[src/rtl/fifo_read_arbiter.sv]
`default_nettype none
// ============================================================================
//  Module      : fifo_read_arbiter
//  Description : Round-robin read scheduler. Drains PORT_COUNT FIFO read
//                sides into a single egress stream. One port is granted at a
//                time. A grant lasts for one whole packet, or for at most
//                MAX_BURST_WORDS words, and then arbitration runs again.
//                Egress is registered through a 2-entry skid buffer.
//  Ports       : clock, reset_n            - clock, async active-low reset
//                fifo_empty                - per-port empty flags
//                fifo_read_data            - packed per-port head words
//                fifo_read_data_valid      - per-port head-word-valid flags
//                fifo_read_enable          - per-port pop strobes (one-hot0)
//                out_data/out_port         - egress word and its source port
//                out_valid/out_ready       - egress handshake
//                busy                      - grant in progress
//                burst_truncated           - grant ended on the burst limit
//                                            without end-of-packet
//  Revision    : 1.0 - initial release
// ============================================================================
module fifo_read_arbiter #(
    parameter int PORT_COUNT      = 4,
    parameter int DATA_WIDTH      = 16,
    parameter int LAST_BIT        = 15,
    parameter int MAX_BURST_WORDS = 256
) (
    input  logic                             clock,
    input  logic                             reset_n,
    input  logic [PORT_COUNT-1:0]            fifo_empty,
    input  logic [PORT_COUNT*DATA_WIDTH-1:0] fifo_read_data,
    input  logic [PORT_COUNT-1:0]            fifo_read_data_valid,
    output logic [PORT_COUNT-1:0]            fifo_read_enable,
    output logic [DATA_WIDTH-1:0]            out_data,
    output logic [$clog2(PORT_COUNT)-1:0]    out_port,
    output logic                             out_valid,
    input  logic                             out_ready,
    output logic                             busy,
    output logic                             burst_truncated
);

    localparam int c_port_w = $clog2(PORT_COUNT);
    localparam int c_cnt_w  = $clog2(MAX_BURST_WORDS + 1);
    localparam logic [c_cnt_w-1:0] c_max_burst = c_cnt_w'(MAX_BURST_WORDS);

    typedef enum logic [1:0] {
        ST_IDLE     = 2'd0,
        ST_TRANSFER = 2'd1,
        ST_RELEASE  = 2'd2
    } state_t;

    state_t                r_state;
    state_t                w_state_next;
    logic [c_port_w-1:0]   r_grant;
    logic [c_port_w-1:0]   r_last_grant;
    logic [c_cnt_w-1:0]    r_word_count;
    logic                  r_trunc;

    // Skid buffer storage: two entries addressed by a 1-bit head pointer.
    logic [DATA_WIDTH-1:0] r_skid_data [2];
    logic [c_port_w-1:0]   r_skid_port [2];
    logic                  r_skid_head;
    logic [1:0]            r_skid_count;

    logic [DATA_WIDTH-1:0] w_sel_data;
    logic                  w_can_accept;
    logic                  w_consume;
    logic                  w_is_last;
    logic                  w_at_limit;
    logic                  w_found;
    logic [c_port_w-1:0]   w_pick;
    logic [c_port_w-1:0]   w_idx;
    logic                  w_push;
    logic                  w_pop;
    logic                  w_wr_ptr;

    assign w_sel_data   = fifo_read_data[r_grant*DATA_WIDTH +: DATA_WIDTH];
    assign w_can_accept = (r_skid_count != 2'd2);
    assign w_consume    = (r_state == ST_TRANSFER) && w_can_accept
                          && fifo_read_data_valid[r_grant];
    assign w_is_last    = w_sel_data[LAST_BIT];
    assign w_at_limit   = ((r_word_count + c_cnt_w'(1)) == c_max_burst);

    // Round-robin pick: first non-empty port strictly after the last grant.
    always_comb begin
        w_found = 1'b0;
        w_pick  = '0;
        w_idx   = '0;
        for (int k = 1; k <= PORT_COUNT; k++) begin
            w_idx = c_port_w'((int'(r_last_grant) + k) % PORT_COUNT);
            if (!w_found && !fifo_empty[w_idx]) begin
                w_found = 1'b1;
                w_pick  = w_idx;
            end
        end
    end

    // Next-state and FSM-decoded outputs.
    always_comb begin
        w_state_next     = r_state;
        fifo_read_enable = '0;
        case (r_state)
            ST_IDLE: begin
                if (w_found) begin
                    w_state_next = ST_TRANSFER;
                end
            end
            ST_TRANSFER: begin
                // Popping only while the skid buffer has room means it can
                // never overflow, so no back-pressure path is needed.
                fifo_read_enable[r_grant] = w_can_accept;
                if (w_consume && (w_is_last || w_at_limit)) begin
                    w_state_next = ST_RELEASE;
                end
            end
            ST_RELEASE: begin
                w_state_next = ST_IDLE;
            end
            default: begin
                w_state_next = ST_IDLE;
            end
        endcase
    end

    assign busy            = (r_state != ST_IDLE);
    assign burst_truncated = (r_state == ST_RELEASE) && r_trunc;

    // Control state.
    always_ff @(posedge clock or negedge reset_n) begin
        if (!reset_n) begin
            r_state      <= ST_IDLE;
            r_grant      <= '0;
            r_last_grant <= c_port_w'(PORT_COUNT - 1);
            r_word_count <= '0;
            r_trunc      <= 1'b0;
        end else begin
            r_state <= w_state_next;
            if (r_state == ST_IDLE && w_found) begin
                r_grant      <= w_pick;
                r_word_count <= '0;
                r_trunc      <= 1'b0;
            end
            if (w_consume) begin
                r_word_count <= r_word_count + c_cnt_w'(1);
                // Truncation is only flagged if the limit, not the
                // end-of-packet marker, ended the grant.
                if (w_is_last || w_at_limit) begin
                    r_trunc <= w_at_limit && !w_is_last;
                end
            end
            if (r_state == ST_RELEASE) begin
                r_last_grant <= r_grant;
            end
        end
    end

    // Skid buffer.
    assign w_push   = w_consume;
    assign w_pop    = (r_skid_count != 2'd0) && out_ready;
    // With one entry held, the new word goes into the slot after the head.
    assign w_wr_ptr = r_skid_head ^ (r_skid_count == 2'd1);

    always_ff @(posedge clock or negedge reset_n) begin
        if (!reset_n) begin
            for (int e = 0; e < 2; e++) begin
                r_skid_data[e] <= '0;
                r_skid_port[e] <= '0;
            end
            r_skid_head  <= 1'b0;
            r_skid_count <= 2'd0;
        end else begin
            if (w_push) begin
                r_skid_data[w_wr_ptr] <= w_sel_data;
                r_skid_port[w_wr_ptr] <= r_grant;
            end
            if (w_pop) begin
                r_skid_head <= ~r_skid_head;
            end
            case ({w_push, w_pop})
                2'b10:   r_skid_count <= r_skid_count + 2'd1;
                2'b01:   r_skid_count <= r_skid_count - 2'd1;
                default: r_skid_count <= r_skid_count;
            endcase
        end
    end

    assign out_valid = (r_skid_count != 2'd0);
    assign out_data  = r_skid_data[r_skid_head];
    assign out_port  = r_skid_port[r_skid_head];

endmodule
`default_nettype wire

[config.mk]
export PLATFORM = sky130hd
export DESIGN_NAME = fifo_read_arbiter
export DESIGN_NICKNAME = d
export VERILOG_FILES = /design/src/rtl/fifo_read_arbiter.sv
export SDC_FILE = /design/constraint.sdc
export NUM_CORES = 1
export LEC_CHECK = 0
export CORE_MARGIN = 2
export CORE_UTILIZATION = 40
export DETAILED_ROUTE_END_ITERATION = 10
export GPL_ROUTABILITY_DRIVEN = 0
export PLACE_DENSITY = 0.7
export RECOVER_POWER = 50
export SYNTH_ARGS = -nofsm -noshare
export SYNTH_HDL_FRONTEND = slang
export SYNTH_SLANG_ARGS = --single-unit
export TNS_END_PERCENT = 30
[constraint.sdc]
create_clock -name clock -period 3.2 [get_ports clock]
set_clock_uncertainty 0.05 [all_clocks]
set_input_delay 0.96 -clock clock [delete_from_list [all_inputs] [get_ports clock]]
set_output_delay 0.96 -clock clock [all_outputs]
set_load 0.02 [all_outputs]
* Word-level counts from Yosys, hierarchy flattened *
Index checks and enable logic that the tools add are counted.

word-level totals
  register bits = 55
  latch bits = 0
  bits in writable memories = 0
  bits in read-only memories = 0
  input bits = 75
  output and inout port bits = 25
  logic and storage cells = 109
  memories = 0

operators by class
  add/sub/neg operators = 7
  $mul = 0
  div/mod/pow operators = 0
  $lt $le $gt $ge = 9
  eq/ne operators = 9
  shift operators = 1
  mux-type cells = 42
  bitwise operators = 5
  reductions and logical operators = 25

operators with widths
  kind                                                         number
  two-way mux 16 bit                                           4
  variable part select 64 x 7 -> 16 bit                        1
  bitwise mux 32 bit                                           1
  two-way mux 2 bit                                            10
  two-way mux 9 bit                                            2
  demux 16 bit (select 1 bit)                                  1
  less-than comparator 2 x 3 -> 1 bit (second input constant)  5
  two-way mux 1 bit                                            13
  logical AND 1 bit                                            12
  binary-select mux 1 bit (select 2 bit)                       5
  adder 9 x 1 -> 9 bit (second input constant)                 1
  == test 9 bit (second input constant)                        1
  case mux 2 bit (2 select lines)                              2
  nonzero test 2 bit                                           4
  adder 2 x 1 -> 2 bit (second input constant)                 3
  == test 2 x 1 -> 1 bit (second input constant)               3
  logical NOT 1 bit                                            6
  adder 2 bit (second input constant)                          2
  bitwise AND 4 bit                                            1
  bitwise mux 4 bit                                            1
  == test 2 bit (second input constant)                        2
  greater-or-equal comparator 2 bit (second input constant)    2
  two-way mux 4 bit                                            1
  != test 2 bit (second input constant)                        2
  12 further kinds                                             13

* Logic depth before layout (Yosys ltp) *
  word-level depth = 16
  depth in mapped cells = 9

* Worst setup path before layout *
Ideal clock, no wire load.

  path type = register to output
  start = register r_skid_count[0]
  end = output fifo_read_enable[0]
  data arrival time = 1.585 ns
  path slack = 0.605 ns
  cell stages (with the launch flop) = 5
  path buffers = 0
  cell sequence = dfrtp_1 -> inv_1 -> ha_1 -> nor3b_1 -> nor3b_1

between the ends
  longest elaborated chain between the ends = 3

ends and longest elaborated chain
  item                         line  text
  start, declared              62    logic [1:0] r_skid_count;
  start signal, assigned       179   2'b10: r_skid_count <= r_skid_count + 2'd1;
  start signal, assigned       180   2'b01: r_skid_count <= r_skid_count - 2'd1;
  start signal, assigned       181   default: r_skid_count <= r_skid_count;
  != test 2 bit                77    assign w_can_accept = (r_skid_count != 2'd2);
  bitwise AND 4 bit (no line)  -
  two-way mux 4 bit            101   case (r_state)
  end, declared                32    output logic [PORT_COUNT-1:0] fifo_read_enable,

Every way passes these cells.

* Worst setup path in the final report *
  start = register r_skid_head
  end = output out_data[15]

between the ends
  longest elaborated chain between the ends = 4

ends and longest elaborated chain
  item                                                    line  text
  start, declared                                         61    logic r_skid_head;
  start signal, assigned                                  176   r_skid_head <= ~r_skid_head;
  inverter 1 -> 2 bit (not written as such)               187   assign out_data = r_skid_data[r_skid_head];
  two-way mux 16 bit (not written as such) (3 in series)  187
  end, declared                                           33    output logic [DATA_WIDTH-1:0] out_data,

Every way passes these cells. The select of a mux whose other input is x is not followed.

==> out/metrics.csv <==
stage,metric,value,unit
outcome,status,"complete, no violations",
cells_and_area,final_nets,433,
power,total_leakage_power,1.879,nW
sta,slew_headroom,4.649,%
sta,tns,0,ns
synth,ys_seq_area_share,42.86,%
synth,avgSynthCellArea,12.77,um2
sta,finalWorstSetupSlack,0.2213,ns
worst_setup_path,critPathMaxFanout,14,
power,ir_drop,541.2,uV
detailed_routing,drt_pass1_iterations,4,
placement,post-place-ws,0.1979,ns
sta,finalHoldViolations,0,
global_routing,grt_first_pass_wirelength,11.79,mm
synth,syn_inst,252,
placement,dp.final_hpwl,5.365,mm
sta,drv_slew,0,
worst_setup_path,setup.worst_path.end,out_data[15],
cts,clk_pin_slew_worst_paths,0.10,ns
cells_and_area,design_area,0.004418,mm2
worst_setup_path,cp-end-kind,output pin,
power,p_clk_share,12.5,%
floorplanning,fp.dieArea,0.008775,mm2
power,powerDensity,976.6,mW/mm2
detailed_routing,vias,2335,
detailed_routing,wl_met3,249,um
cells_and_area,drive_gt1_share,26.91,%
synth,yosys_warnings,0,
global_routing,grt_pass1_vias,2451,
placement,dpl_cell_area,0.004299,mm2
cells_and_area,finalNonFillerCells,455,
synth,synth_area,0.003217,mm2
detailed_routing,vias_per_cell,5.132,
sta,worst_pin_slew,1.430,ns
placement,port_buffers,99,
floorplanning,die_x,93.68,um
global_routing,grt-ovfl-total,0,
cts,cts-buffers-inserted,5,
global_routing,antenna_found_initial,0,
worst_setup_path,rr_startpoint,r_grant[0]$_DFFE_PN0P_,
cts,clock-root-buffer,clkbuf_8,
cts,cts_tree,built,
floorplanning,row_count,32,
sta,rsz0062_at_grt,no,
cts,clock_latency,0.31,ns
floorplanning,start_util,41.41,%
synth,synth_nets,333,
worst_setup_path,cp-startpoint,r_skid_head$_DFFE_PN0P_,
detailed_routing,drc,0,
worst_setup_path,path_class,register to output pin,
detailed_routing,wl_per_cell,15.89,um
worst_setup_path,start_kind,register,
detailed_routing,drtIter0Drc,39,
power,swShare,36.46,%
cells_and_area,utilization,56.88,%
placement,dp.cells,447,
worst_setup_path,r2r_cells,7,
sta,min_period_over_period,93.08,%
power,seqPwrFrac,28.1,%
job,drv_cap,0,
worst_setup_path,cp.required,2.19,ns
synth,synth_cell_type_count,43,
detailed_routing,drt-total-wl,7.229,mm
power,pwr-share-comb,59.5,%
sta,fmax,335.7,MHz
cts,htree_levels,2,
cts,cts_sinks,55,
cells_and_area,diodes,0,
detailed_routing,top_layer,met4,
detailed_routing,drt-met1-wl,3.044,mm
detailed_routing,ant_nets,0,
worst_setup_path,timing.rr.end,r_skid_count[1]$_DFFE_PN0P_,
cells_and_area,syn_to_final_growth,37.34,%
detailed_routing,dr_wl_met2,3.788,mm
worst_setup_path,reg2reg_slack,0.66,ns
floorplanning,die_h,93.68,um
global_routing,groute.usage.overall,17.13,%
cts,cts_hold_buf,0,
sta,min_period,2.979,ns
floorplanning,design.core.area,0.007767,mm2
floorplanning,num_io_pins,100,
cts,post-cts-setup-buffers,0,
global_routing,grt_max_degree,30,
power,switchingPower,1.573,mW
sta,setup_viol,0,
synth,ys_ff_latch,55,
min_path,worstHoldPathType,register to register,
cts,cts_resized,1,
power,p_int,2.741,mW
worst_setup_path,cp.arrival,1.97,ns
cts,cts_buffer_depth,2,
## cells in the mapped netlist (all sizes together)
cell type | count | share of area (%)
a21oi | 2 | 0.66
a221oi | 1 | 0.27
a2bb2oi | 1 | 0.27
a31oi | 1 | 0.19
and2 | 3 | 0.66
and3 | 3 | 0.58
and3b | 1 | 0.27
and4 | 1 | 0.27
buf | 7 | 2.6
clkbuf | 5 | 0.58
clkinv | 1 | 0.16
dfrtp | 53 | 41
dfstp | 2 | 1.6
ha | 6 | 2.3
inv | 6 | 0.70
mux2 | 58 | 21
mux2i | 2 | 0.62
mux4 | 17 | 12
nand2 | 22 | 2.8
nand2b | 4 | 1.0
nand3 | 6 | 0.93
nand3b | 1 | 0.23
nand4 | 3 | 0.58
nor2 | 9 | 1.1
nor2b | 4 | 0.78
nor3b | 2 | 0.47
o2111ai | 1 | 0.27
o21ai | 20 | 3.1
o22ai | 1 | 0.19
o31ai | 3 | 0.70
or2 | 1 | 0.19
or3 | 1 | 0.19
xnor2 | 3 | 0.82
xor2 | 1 | 0.27
## power by group through the flow
stage | Combinational, mW | Clock [mW] | Sequential, mW
4_1_cts | 2.63 | 0.552 | 1.21
6_report | 2.57 | 0.537 | 1.21
3_3_place_gp | 2.57 | 0 | 1.21
5_1_grt | 2.76 | 0.583 | 1.26
3_5_place_dp | 2.62 | 0 | 1.22
2_1_floorplan | 1.91 | 0 | 1.14
## worst min path at each step
| stage | startpoint | to | slack (ns) | cells after the start |
|---|---|---|---|---|
| 2_1_floorplan | r_word_count[8]$_DFFE_PN0P_ | r_word_count[8]$_DFFE_PN0P_ | 0.41 | 1 |
| 3_5_place_dp | r_skid_data[5]$_DFFE_PN0P_ | r_skid_data[5]$_DFFE_PN0P_ | 0.44 | 1 |
| 3_3_place_gp | r_skid_data[1]$_DFFE_PN0P_ | r_skid_data[1]$_DFFE_PN0P_ | 0.43 | 1 |
| 6_report | r_skid_data[2]$_DFFE_PN0P_ | r_skid_data[2]$_DFFE_PN0P_ | 0.46 | 1 |
| 4_1_cts | r_skid_data[31]$_DFFE_PN0P_ | r_skid_data[31]$_DFFE_PN0P_ | 0.46 | 1 |
| 5_1_grt | r_skid_data[31]$_DFFE_PN0P_ | r_skid_data[31]$_DFFE_PN0P_ | 0.47 | 1 |
## flip-flops by register name, summed over array words and instances (netlist names)
register / count
r_skid_port: 4
r_trunc: 1
r_word_count: 9
r_state: 2
r_skid_data: 32
r_skid_count: 2
r_grant: 2
r_last_grant: 2
r_skid_head: 1
## through the flow
stage / hold slack, ns / total power, mW
2_1_floorplan: 0.4132 / 3.055
3_3_place_gp: 0.4328 / 3.784
3_5_place_dp: 0.4379 / 3.842
4_1_cts: 0.4639 / 4.389
5_1_grt: 0.4705 / 4.604
6_report: 0.4607 / 4.314
## critical path, cell delays in order, from the launching register on
cell             delay, ns
dfrtp_1               0.56
buf_12                0.20
mux2_2                0.34
clkdlybuf4s50_1       0.56
## layout make-up
| class | instances | area [um2] |
|---|---|---|
| Fill cell | 679 | 3349 |
| Multi-Input combinational cell | 178 | 1709 |
| Sequential cell | 55 | 1379 |
| Timing Repair Buffer | 105 | 1042 |
| Tap cell | 102 | 127.6 |
| Clock buffer | 6 | 72.57 |
| Clock inverter | 2 | 60.06 |
| Inverter | 7 | 27.53 |
## per-layer routing
layer / vias to the layer above / global-route usage, %
li1: 1126 / -
met1: 1150 / 22.11
met2: 48 / 29.56
met3: 11 / 2.648
met4: 0 / 5.676
met5: - / 0
## logic make-up (layout without fill, tap and decap cells)
| logic type | after synthesis | count (layout) | share of synthesized area, % |
|---|---|---|---|
| muxes | 77 | 77 | 33.99 |
| and+or+nand+nor | 61 | 61 | 10.04 |
| DFF | 55 | 55 | 42.86 |
| AOI/OAI and AO/OA | 30 | 30 | 5.679 |
| buffers and inverters | 19 | 120 | 4.006 |
| adders and majority gates | 6 | 6 | 2.334 |
| xor gates and xnor gates | 4 | 4 | 1.089 |
## layout by cell type, fill, tap and decap left out, drive strengths merged, types with 2 or more instances in the layout
| cell | n |
|---|---|
| clkdlybuf4s50 | 91 |
| mux2 | 58 |
| dfrtp | 53 |
| nand2 | 22 |
| o21ai | 20 |
| mux4 | 17 |
| nor2 | 9 |
| clkbuf | 9 |
| inv | 6 |
| nand3 | 6 |
| ha | 6 |
| nor2b | 4 |
| nand2b | 4 |
| buf | 4 |
| nand4 | 3 |
| and3 | 3 |
| xnor2 | 3 |
| o31ai | 3 |
| dlygate4sd3 | 3 |
| dlymetal6s2s | 3 |
| and2 | 3 |
| nor3b | 2 |
| mux2i | 2 |
| bufinv | 2 |
| dfstp | 2 |
| a21oi | 2 |
No activity file was read; power rests on OpenSTA's default activity.
